$ cat src/rtl/cpu_ctl_pkg.sv
// Shared definitions for the hardwired control sequencer: state encoding,
// opcode constants and IR field positions.
package cpu_ctl_pkg;

  typedef enum logic [2:0] {
    S_RESET = 3'd0,
    T0      = 3'd1,
    T1      = 3'd2,
    T2      = 3'd3,
    T3      = 3'd4,
    T4      = 3'd5,
    T5      = 3'd6,
    S_HALT  = 3'd7
  } state_e;

  localparam logic [4:0] OP_ALU_LO = 5'b00011;
  localparam logic [4:0] OP_ALU_HI = 5'b01011;
  localparam logic [4:0] OP_NOP    = 5'b11010;
  localparam logic [4:0] OP_HALT   = 5'b11011;

  localparam int unsigned OPC_MSB = 31;
  localparam int unsigned OPC_LSB = 27;
  localparam int unsigned RA_MSB  = 26;
  localparam int unsigned RA_LSB  = 23;
  localparam int unsigned RB_MSB  = 22;
  localparam int unsigned RB_LSB  = 19;
  localparam int unsigned RC_MSB  = 18;
  localparam int unsigned RC_LSB  = 15;

  // Register-register ALU opcodes occupy one contiguous range.
  function automatic logic is_alu_op(input logic [4:0] op);
    return (op >= OP_ALU_LO) && (op <= OP_ALU_HI);
  endfunction

endpackage

$ cat src/rtl/control_sequencer.sv
// Hardwired Moore control unit: fetch T0-T2, 3-step register-register ALU
// execute T3-T5, memory-ready wait with timeout abort, stop/halt handling.
module control_sequencer
  import cpu_ctl_pkg::*;
#(
  parameter int unsigned MEM_TIMEOUT = 15  // must be >= 1
) (
  input  logic        Clock,
  input  logic        Clear,
  input  logic [31:0] IR,
  input  logic        Mem_Ready,
  input  logic        Stop,
  output logic        PC_Out,
  output logic        MAR_In,
  output logic        IncPC,
  output logic        Z_In,
  output logic        ZLO_Out,
  output logic        PC_In,
  output logic        Read,
  output logic        MDR_In,
  output logic        MDR_Out,
  output logic        IR_In,
  output logic        Y_In,
  output logic        Gra,
  output logic        Grb,
  output logic        Grc,
  output logic        R_In,
  output logic        R_Out,
  output logic [4:0]  CONTROL,
  output logic        Run,
  output logic        Illegal,
  output logic        Mem_Err
);

  localparam int unsigned CW = $clog2(MEM_TIMEOUT + 1);
  localparam logic [CW-1:0] WAIT_LAST = CW'(MEM_TIMEOUT - 1);

  state_e        state_q, state_d;
  logic [CW-1:0] wait_q, wait_d;
  logic          halted_q, halted_d;
  logic          illegal_q, illegal_d;
  logic          mem_err_q, mem_err_d;

  logic [4:0] opcode;
  logic       unused_ir_fields;

  assign opcode = IR[OPC_MSB:OPC_LSB];
  // Ra/Rb/Rc are decoded inside the Datapath from Gra/Grb/Grc.
  assign unused_ir_fields = ^IR[RA_MSB:0];

  // State, wait counter, halt flag and pulse registers.
  always_ff @(posedge Clock or posedge Clear) begin
    if (Clear) begin
      state_q   <= S_RESET;
      wait_q    <= '0;
      halted_q  <= 1'b0;
      illegal_q <= 1'b0;
      mem_err_q <= 1'b0;
    end else begin
      state_q   <= state_d;
      wait_q    <= wait_d;
      halted_q  <= halted_d;
      illegal_q <= illegal_d;
      mem_err_q <= mem_err_d;
    end
  end

  // Next-state logic and Moore strobe decode.
  always_comb begin
    state_d   = state_q;
    wait_d    = wait_q;
    halted_d  = halted_q;
    illegal_d = 1'b0;
    mem_err_d = 1'b0;

    PC_Out  = 1'b0;
    MAR_In  = 1'b0;
    IncPC   = 1'b0;
    Z_In    = 1'b0;
    ZLO_Out = 1'b0;
    PC_In   = 1'b0;
    Read    = 1'b0;
    MDR_In  = 1'b0;
    MDR_Out = 1'b0;
    IR_In   = 1'b0;
    Y_In    = 1'b0;
    Gra     = 1'b0;
    Grb     = 1'b0;
    Grc     = 1'b0;
    R_In    = 1'b0;
    R_Out   = 1'b0;
    CONTROL = '0;
    Run     = 1'b0;

    unique case (state_q)
      S_RESET: state_d = T0;

      T0: begin
        Run     = 1'b1;
        PC_Out  = 1'b1;
        MAR_In  = 1'b1;
        IncPC   = 1'b1;
        Z_In    = 1'b1;
        wait_d  = '0;
        state_d = T1;
      end

      T1: begin
        Run     = 1'b1;
        ZLO_Out = 1'b1;
        PC_In   = 1'b1;
        Read    = 1'b1;
        MDR_In  = 1'b1;
        if (Mem_Ready) begin
          wait_d  = '0;
          state_d = T2;
        end else if (wait_q >= WAIT_LAST) begin
          wait_d    = '0;
          mem_err_d = 1'b1;
          state_d   = S_HALT;
        end else begin
          wait_d = wait_q + 1'b1;
        end
      end

      T2: begin
        Run     = 1'b1;
        MDR_Out = 1'b1;
        IR_In   = 1'b1;
        state_d = T3;
      end

      T3: begin
        Run = 1'b1;
        if (is_alu_op(opcode)) begin
          Grb     = 1'b1;
          R_Out   = 1'b1;
          Y_In    = 1'b1;
          state_d = T4;
        end else if (opcode == OP_HALT) begin
          halted_d = 1'b1;
          state_d  = S_HALT;
        end else begin
          illegal_d = (opcode != OP_NOP);
          state_d   = Stop ? S_HALT : T0;
        end
      end

      T4: begin
        Run     = 1'b1;
        Grc     = 1'b1;
        R_Out   = 1'b1;
        Z_In    = 1'b1;
        CONTROL = opcode;
        state_d = T5;
      end

      T5: begin
        Run     = 1'b1;
        ZLO_Out = 1'b1;
        Gra     = 1'b1;
        R_In    = 1'b1;
        state_d = Stop ? S_HALT : T0;
      end

      S_HALT: begin
        if (!halted_q && !Stop) state_d = T0;
      end

      default: state_d = S_RESET;
    endcase
  end

  assign Illegal = illegal_q;
  assign Mem_Err = mem_err_q;

endmodule

$ cat config.mk
export PLATFORM = sky130hd
export DESIGN_NAME = control_sequencer
export DESIGN_NICKNAME = d
export VERILOG_FILES = /design/src/rtl/cpu_ctl_pkg.sv /design/src/rtl/control_sequencer.sv
export SDC_FILE = /design/constraint.sdc
export NUM_CORES = 1
export LEC_CHECK = 0
export BUFFER_PORTS_ARGS = -buffer_cell sky130_fd_sc_hd__buf_2
export CAP_MARGIN = 0
export CORE_ASPECT_RATIO = 0.5
export CORE_MARGIN = 3
export CORE_UTILIZATION = 31
export CTS_CLUSTER_DIAMETER = 120
export DETAILED_ROUTE_END_ITERATION = 6
export REMOVE_ABC_BUFFERS = 1
export SYNTH_ARGS = -nofsm -noshare
export SYNTH_HDL_FRONTEND = slang
export SYNTH_SLANG_ARGS = --single-unit
$ cat constraint.sdc
create_clock -name Clock -period 4.5 [get_ports Clock]
set_clock_uncertainty 0.1 [all_clocks]
set_input_delay 0.9 -clock Clock [delete_from_list [all_inputs] [get_ports Clock]]
set_output_delay 0.9 -clock Clock [all_outputs]
set_load 0.03 [all_outputs]
==> summary.md, run 1 <==
| Metric | Value |
|---|---|
| Status | `finished, final reports clean` |
| Met3 wire length | `between 40 and 50 um` |
| Vias in the first global route | `616` |
| Worst path required time | `3.50 ns` |
| Routability cong. | `around 0.73` |
| Final net count | `150` |
| Hold Buf Count CTS | `0` |
| Gr usage total | `0.109` |
| Number of max-cap violations | `0` |
| Hold Crit Class | `reg -> reg` |
| Dpl cells | `142` |
| Setup CP Type | `in -> out` |
| Pin count of the biggest net entering global routing | `23` |
| Fin Setup TNS | `0 ns` |
| Wire length on met2 | `~840 um` |
| Power density cells | `approximately 740 mW/mm^2` |
| Die H | `roughly 42 um` |
| Antenna violations before repair | `0` |
| CP max FO | `4` |
| Post-Layout Cell Count | `about 150` |
| First DRT Iteration DRCs | `9` |
| Register bit count reported by yosys | `10` |
| Core area | `between 0.002 and 0.0025 sq mm` |
| Sw power | `approximately 380 uW` |
| Final ANT Viol Nets | `0` |
| Clock power share | `0.158` |
| Post-Synthesis Cell Area | `811 sq um` |
| Arrival time of the worst setup path | `between 1.5 and 2 ns` |
| Post-synth EDFFs | `0` |
| Worst-path clk slew | `roughly 0.05 ns` |
| Mapped Avg Cell Area | `9.43 sq um` |
| RSZ-0062 raised after global routing | `false` |
| H-tree Lvls | `1` |
| Number of core rows | `12` |
| Post-synthesis sequential area ratio | `0.309` |
| Post-CTS sizing | `0` |
| Worst-Margin Slew | `roughly 0.68 ns` |
| Root buffer cell | `clkbuf_8` |
| Placed Area | `roughly 930 sq um` |
| Switching share of power | `0.526` |
| Clock buffer depth | `2` |
| Cells after Synth | `86` |
| Finished layout cell area | `about 980 sq um` |
| CTS tree | `yes` |
| Area growth syn-to-layout | `21.3%` |
| Total grt overflow | `0` |
| Crit end category | `output pin` |
| Asr flop ratio synth | `1.00` |
| First-pass iteration count of the detailed router | `3` |
| Reg power frac | `0.267` |
| Layout cells sized above 1 | `0.441` |
| Comb pwr share | `0.575` |
| Synth cell types | `42` |
| Top Metal Used | `met3` |
| Peak VDD IR | `~0.19 mV` |
| CTS sink cnt | `10` |
| Peak Freq | `about 340 MHz` |
| Total number of vias | `669` |
| Final Max Slew Viols | `0` |
| Worst rel slew slack | `0.545` |
| Remaining DRCs | `0` |
| Vias per cell | `4.58` |
| Metal-1 WL | `approximately 800 um` |
| Final wirelength | `approximately 1700 um` |
| Port bufs | `32` |
| Io pins | `60` |
| Hold Vio Cnt, Final | `0` |
| Die width | `roughly 78 um` |
| Initial Utilization | `0.346` |
| WL/cell | `11.6 um` |
| Detail Placement HPWL | `1300 um` |
| Die footprint | `between 0.003 and 0.004 sq mm` |
| R2R setup slack | `roughly 2.8 ns` |
| Ys Warns | `0` |
| First-pass GRT wire length | `about 2900 um` |
| Final Cycle Share | `0.654` |
| Period minus WS final | `2.94 ns` |
| # Post-CTS Setup Buffers | `0` |
| Pint | `between 300 and 400 uW` |
| Leak pwr | `between 0.0005 and 0.0006 uW` |
| Startpoint Class | `input pin` |
| Final Setup Violations | `0` |
| Ys flop type | `dfrtp_1` |
| # diodes | `0` |
| CTS buffer count | `3` |
| Clk_lat worst skew | `about 0.24 ns` |
## placed cells by master (no fill, tap or decap), types with 2 or more instances in the layout
cell type / instances
ha_1: 2
clkbuf_8: 4
a211o_1: 2
nor2_1: 7
inv_1: 6
nand2_1: 4
a211oi_1: 2
dfrtp_1: 10
a21oi_1: 2
nand3_1: 2
o21ai_0: 2
a21oi_2: 2
nor3b_1: 2
buf_2: 32
and3_1: 5
and2_1: 2
## path summary, 6_finish.rpt
path | from | endpoint | cells after the start
hold / removal | halted_q | halted_q | 1
min in group asynchronous | Clear | state_q[0] | 2
hold reg to reg | halted_q | halted_q | 1
setup reg to reg | state_q[2] | wait_q[2] | 4
max in group asynchronous | Clear | state_q[1] | 2
setup / recovery | IR[27] | R_Out | 6
## layer usage
metal	vias to the layer above	GRT usage
met5	-	0
met4	0	0.0418
met3	0	0.0451
met2	6	0.179
met1	312	0.129
li1	351	-
## registers in the layout, indices dropped and copies added, names as in the netlist
register and cells:
wait_q 4, state_q 3, Illegal 1, Mem_Err 1, halted_q 1
## worst max-delay path, stage by stage
cell	delay [ns]
buf_2	0.12
a211oi_1	0.29
a211o_1	0.21
nor2_4	0.06
or2_1	0.19
buf_2	0.17
## cell type report
cell class	instances	area (sq um)
multi-input combinational	59	452
clock buffer	4	55.1
inverter	6	22.5
sequential	10	250
timing repair buffer	32	160
tap	35	43.8
fill	257	1360
## through the flow
step | util | hold WS (ns) | total power [uW] | worst slack (ns)
2_1_floorplan | - | 0.373 | 507 | 1.55
3_3_place_gp | 0.396 | 0.416 | 616 | 1.56
3_5_place_dp | 0.396 | 0.417 | 620 | 1.55
4_1_cts | 0.420 | 0.428 | 739 | 1.55
5_1_grt | 0.420 | 0.460 | 784 | 1.51
6_report | 0.420 | 0.422 | 731 | 1.56
## synthesized netlist by cell type, drive strengths merged (2+ instances only)
library cell	count	area (sq um)
a21oi	5	43.8
inv	6	22.5
a211o	2	17.5
nor3b	2	15.0
ha	2	25.0
dfrtp	10	250
and3	5	31.3
or2	2	15.0
and2	2	12.5
nor2	8	37.5
nand2b	3	28.8
a211oi	2	15.0
a21o	2	16.3
buf	10	82.6
o21ai	3	15.0
nand3	2	10.0
nand2	5	26.3
## power by group through the flow
stage / combinational, uW / clock, uW / sequential [uW]
finish: 420 / 115 / 195
global route: 454 / 125 / 205
CTS: 424 / 119 / 196
detailed placement: 422 / 0 / 197
global placement: 420 / 0 / 196
floorplan: 325 / 0 / 181
## cell families after synthesis
family / count (synthesis) / synth area share
DFF: 10 / 0.309
buffers and inverters: 17 / 0.134
adders and majority gates: 2 / 0.0309
and+or+nand+nor: 34 / 0.289
AOI/OAI and AO/OA: 23 / 0.238
No activity file was read; power rests on OpenSTA's default activity.
==> run 2, diff against run 1 <==
--- a/config.mk
+++ b/config.mk
@@ -12,6 +12,7 @@
 export CORE_UTILIZATION = 31
 export CTS_CLUSTER_DIAMETER = 120
 export DETAILED_ROUTE_END_ITERATION = 6
+export PLACE_DENSITY = 0.67
 export REMOVE_ABC_BUFFERS = 1
 export SYNTH_ARGS = -nofsm -noshare
 export SYNTH_HDL_FRONTEND = slang
==> constraint.sdc (replaced) <==
create_clock -name Clock -period 2.5 [get_ports Clock]
set_clock_uncertainty 0.1 [all_clocks]
set_input_delay 0.5 -clock Clock [delete_from_list [all_inputs] [get_ports Clock]]
set_output_delay 0.5 -clock Clock [all_outputs]
set_load 0.03 [all_outputs]
==> summary.md, run 2 (same netlist as run 1, synthesis figures left out) <==
| Metric | Value |
|---|---|
| Antenna violations before repair | `0 (unchanged)` |
| H-tree Lvls | `1 (unchanged)` |
| Largest Register | `wait_q (unchanged)` |
| Reg power frac | `0.219 (was 0.267)` |
| Pin count of the biggest net entering global routing | `13 (was 23)` |
| Port bufs | `32 (unchanged)` |
| # Post-CTS Setup Buffers | `0 (unchanged)` |
| Status | `finished, final reports clean (unchanged)` |
| Gr usage total | `0.104 (was 0.109)` |
| Hold Crit Class | `in -> async (was reg -> reg)` |
| Sw power | `700 uW (was 384 uW)` |
| Delay-heaviest family, CP | `simple AND/OR/NAND/NOR gates (was compound AO/OA/AOI/OAI gates)` |
| Clock buffer depth | `2 (unchanged)` |
| Final wirelength | `1720 um (was 1690 um)` |
| Top flop regs | `wait_q: 4 flops, state_q: 3 flops (unchanged)` |
| CTS tree | `yes (unchanged)` |
| Die width | `78.3 um (unchanged)` |
| Worst-Margin Slew | `0.453 ns (was 0.683 ns)` |
| Worst path required time | `1.90 ns (was 3.50 ns)` |
| Most common cell after layout, fill and taps aside | `buf_2 (unchanged)` |
| Io pins | `60 (unchanged)` |
| Place WS | `0.348 ns (was 1.55 ns)` |
| Filler Cell Count | `235 (was 257)` |
| Hold Buf Count CTS | `0 (unchanged)` |
| Crit path cell chain | `nand2b_2, inv_1, and2_1, or2_1, buf_2 (was buf_2, a211oi_1, a211o_1, nor2_4, or2_1, buf_2)` |
| Worst-path clk slew | `0.05 ns (about the same)` |
| Worst rel slew slack | `0.696 (was 0.545)` |
| Comb pwr share | `0.629 (was 0.575)` |
| Crit end category | `output pin (unchanged)` |
| Peak Freq | `447 MHz` |
| CP max FO | `7 (was 4)` |
| WL/cell | `11.6 um (about the same)` |
| Most frequent cells in the layout | `buf_2, dfrtp_1, nor2_1 (unchanged)` |
| Core area | `0.00234 sq mm (unchanged)` |
| Routability cong. | `0.730 (was 0.729)` |
| First-pass GRT wire length | `2760 um (was 2860 um)` |
| Initial Utilization | `0.346 (unchanged)` |
| First DRT Iteration DRCs | `16 (was 9)` |
| Arrival time of the worst setup path | `1.64 ns (was 1.94 ns)` |
| Remaining DRCs | `0 (unchanged)` |
| Vias in the first global route | `615 (was 616)` |
| Max reg flops | `4 (unchanged)` |
| CTS buffer count | `3 (unchanged)` |
| Final critical-path setup slack | `0.264 ns (was 1.56 ns)` |
| Switching share of power | `0.516 (was 0.526)` |
| Number of max-cap violations | `0 (unchanged)` |
| Power density cells | `1350 mW/mm^2 (was 743 mW/mm^2)` |
| Final Cycle Share | `0.894` |
| Final ANT Viol Nets | `0 (unchanged)` |
| # diodes | `0 (unchanged)` |
| Dpl cells | `145 (was 142)` |
| Die footprint | `0.00330 sq mm (unchanged)` |
| CP max stage delay | `0.50 ns (was 0.29 ns)` |
| Period minus WS final | `roughly 2.2 ns` |
| Number of core rows | `12 (unchanged)` |
| Total number of vias | `682 (was 669)` |
| Startpoint Class | `register (was input pin)` |
| Layout cells sized above 1 | `0.456 (was 0.441)` |
| First-pass iteration count of the detailed router | `2 (was 3)` |
| RSZ-0062 raised after global routing | `false (unchanged)` |
| Vias per cell | `4.58 (about the same)` |
| Detail Placement HPWL | `1390 um (was 1300 um)` |
| Area growth syn-to-layout | `24.1% (was 21.3%)` |
| Clock power share | `0.152 (was 0.158)` |
| Die H | `42.2 um (unchanged)` |
| CP max stage cell | `dfrtp_1 (was a211oi_1)` |
| Post-CTS sizing | `0 (unchanged)` |
| Final net count | `153 (was 150)` |
| Clk_lat worst skew | `0.24 ns (about the same)` |
| CTS sink cnt | `10 (unchanged)` |
| Final Max Slew Viols | `0 (unchanged)` |
| Final Setup Violations | `0 (unchanged)` |
| Root buffer cell | `clkbuf_8 (unchanged)` |
| Peak VDD IR | `0.473 mV (was 0.192 mV)` |
| Pint | `656 uW (was 347 uW)` |
| Leak pwr | `0.000557 uW (was 0.000542 uW)` |
| Post-Layout Cell Count | `149 (was 146)` |
| Total grt overflow | `0 (unchanged)` |
| Setup CP Type | `reg -> out (was in -> out)` |
| Hold Vio Cnt, Final | `0 (unchanged)` |
| Crit path buffers/inverters | `2 (unchanged)` |
run 2: changes by cell type in the layout (fill, tap and decap cells not counted), sizes merged:
cell | before | now
buf | 32 | 35
run 2: final timing paths:
path	startpoint	end	slack, ns	cells past startpoint
max	state_q[1]	R_Out	0.26	5
min	Clear	Mem_Err	0.13	2
max reg2reg	state_q[2]	state_q[2]	0.80	5
min reg2reg	halted_q	halted_q	0.43	1
max in group asynchronous	Clear	state_q[1]	1.89	2
min in group Clock	halted_q	halted_q	0.43	1
run 2: final cells by class:
class | count | area [sq um] | share of cell area
inverter | 6 | 22.5 | 0.0224
sequential | 10 | 250 | 0.249
multi-input combinational | 59 | 452 | 0.449
clock buffer | 4 | 55.1 | 0.0547
tap | 35 | 43.8 | 0.0435
timing repair buffer | 35 | 183 | 0.182
run 2: power by group through the flow:
stage	combinational (uW)	clock, uW	sequential, uW
after global routing	919	215	310
final	853	205	297
after floorplan	586	0	326
after global placement	848	0	296
after detailed placement	861	0	299
after CTS	863	208	297
run 2: metrics by stage:
step	setup TNS (ns)	cell area, sq um	util	hold WS (ns)	power (uW)
5_1_grt	0	1010	0.429	0.165	1440
3_3_place_gp	0	951	0.406	0.395	1140
4_1_cts	0	1010	0.429	0.145	1370
3_5_place_dp	0	951	0.406	0.402	1160
6_report	0	1010	0.429	0.129	1360
2_1_floorplan	-0.0273	724	-	0.240	912
run 2: per-layer routing:
layer / GRT usage / share of wire / routed length, um
met1: 0.130 / 0.50 / 858
met2: 0.180 / 0.47 / 810
met3: 0.0386 / 0.032 / 55
met4: 0.0105 / 0 / 0
met5: 0 / 0 / 0
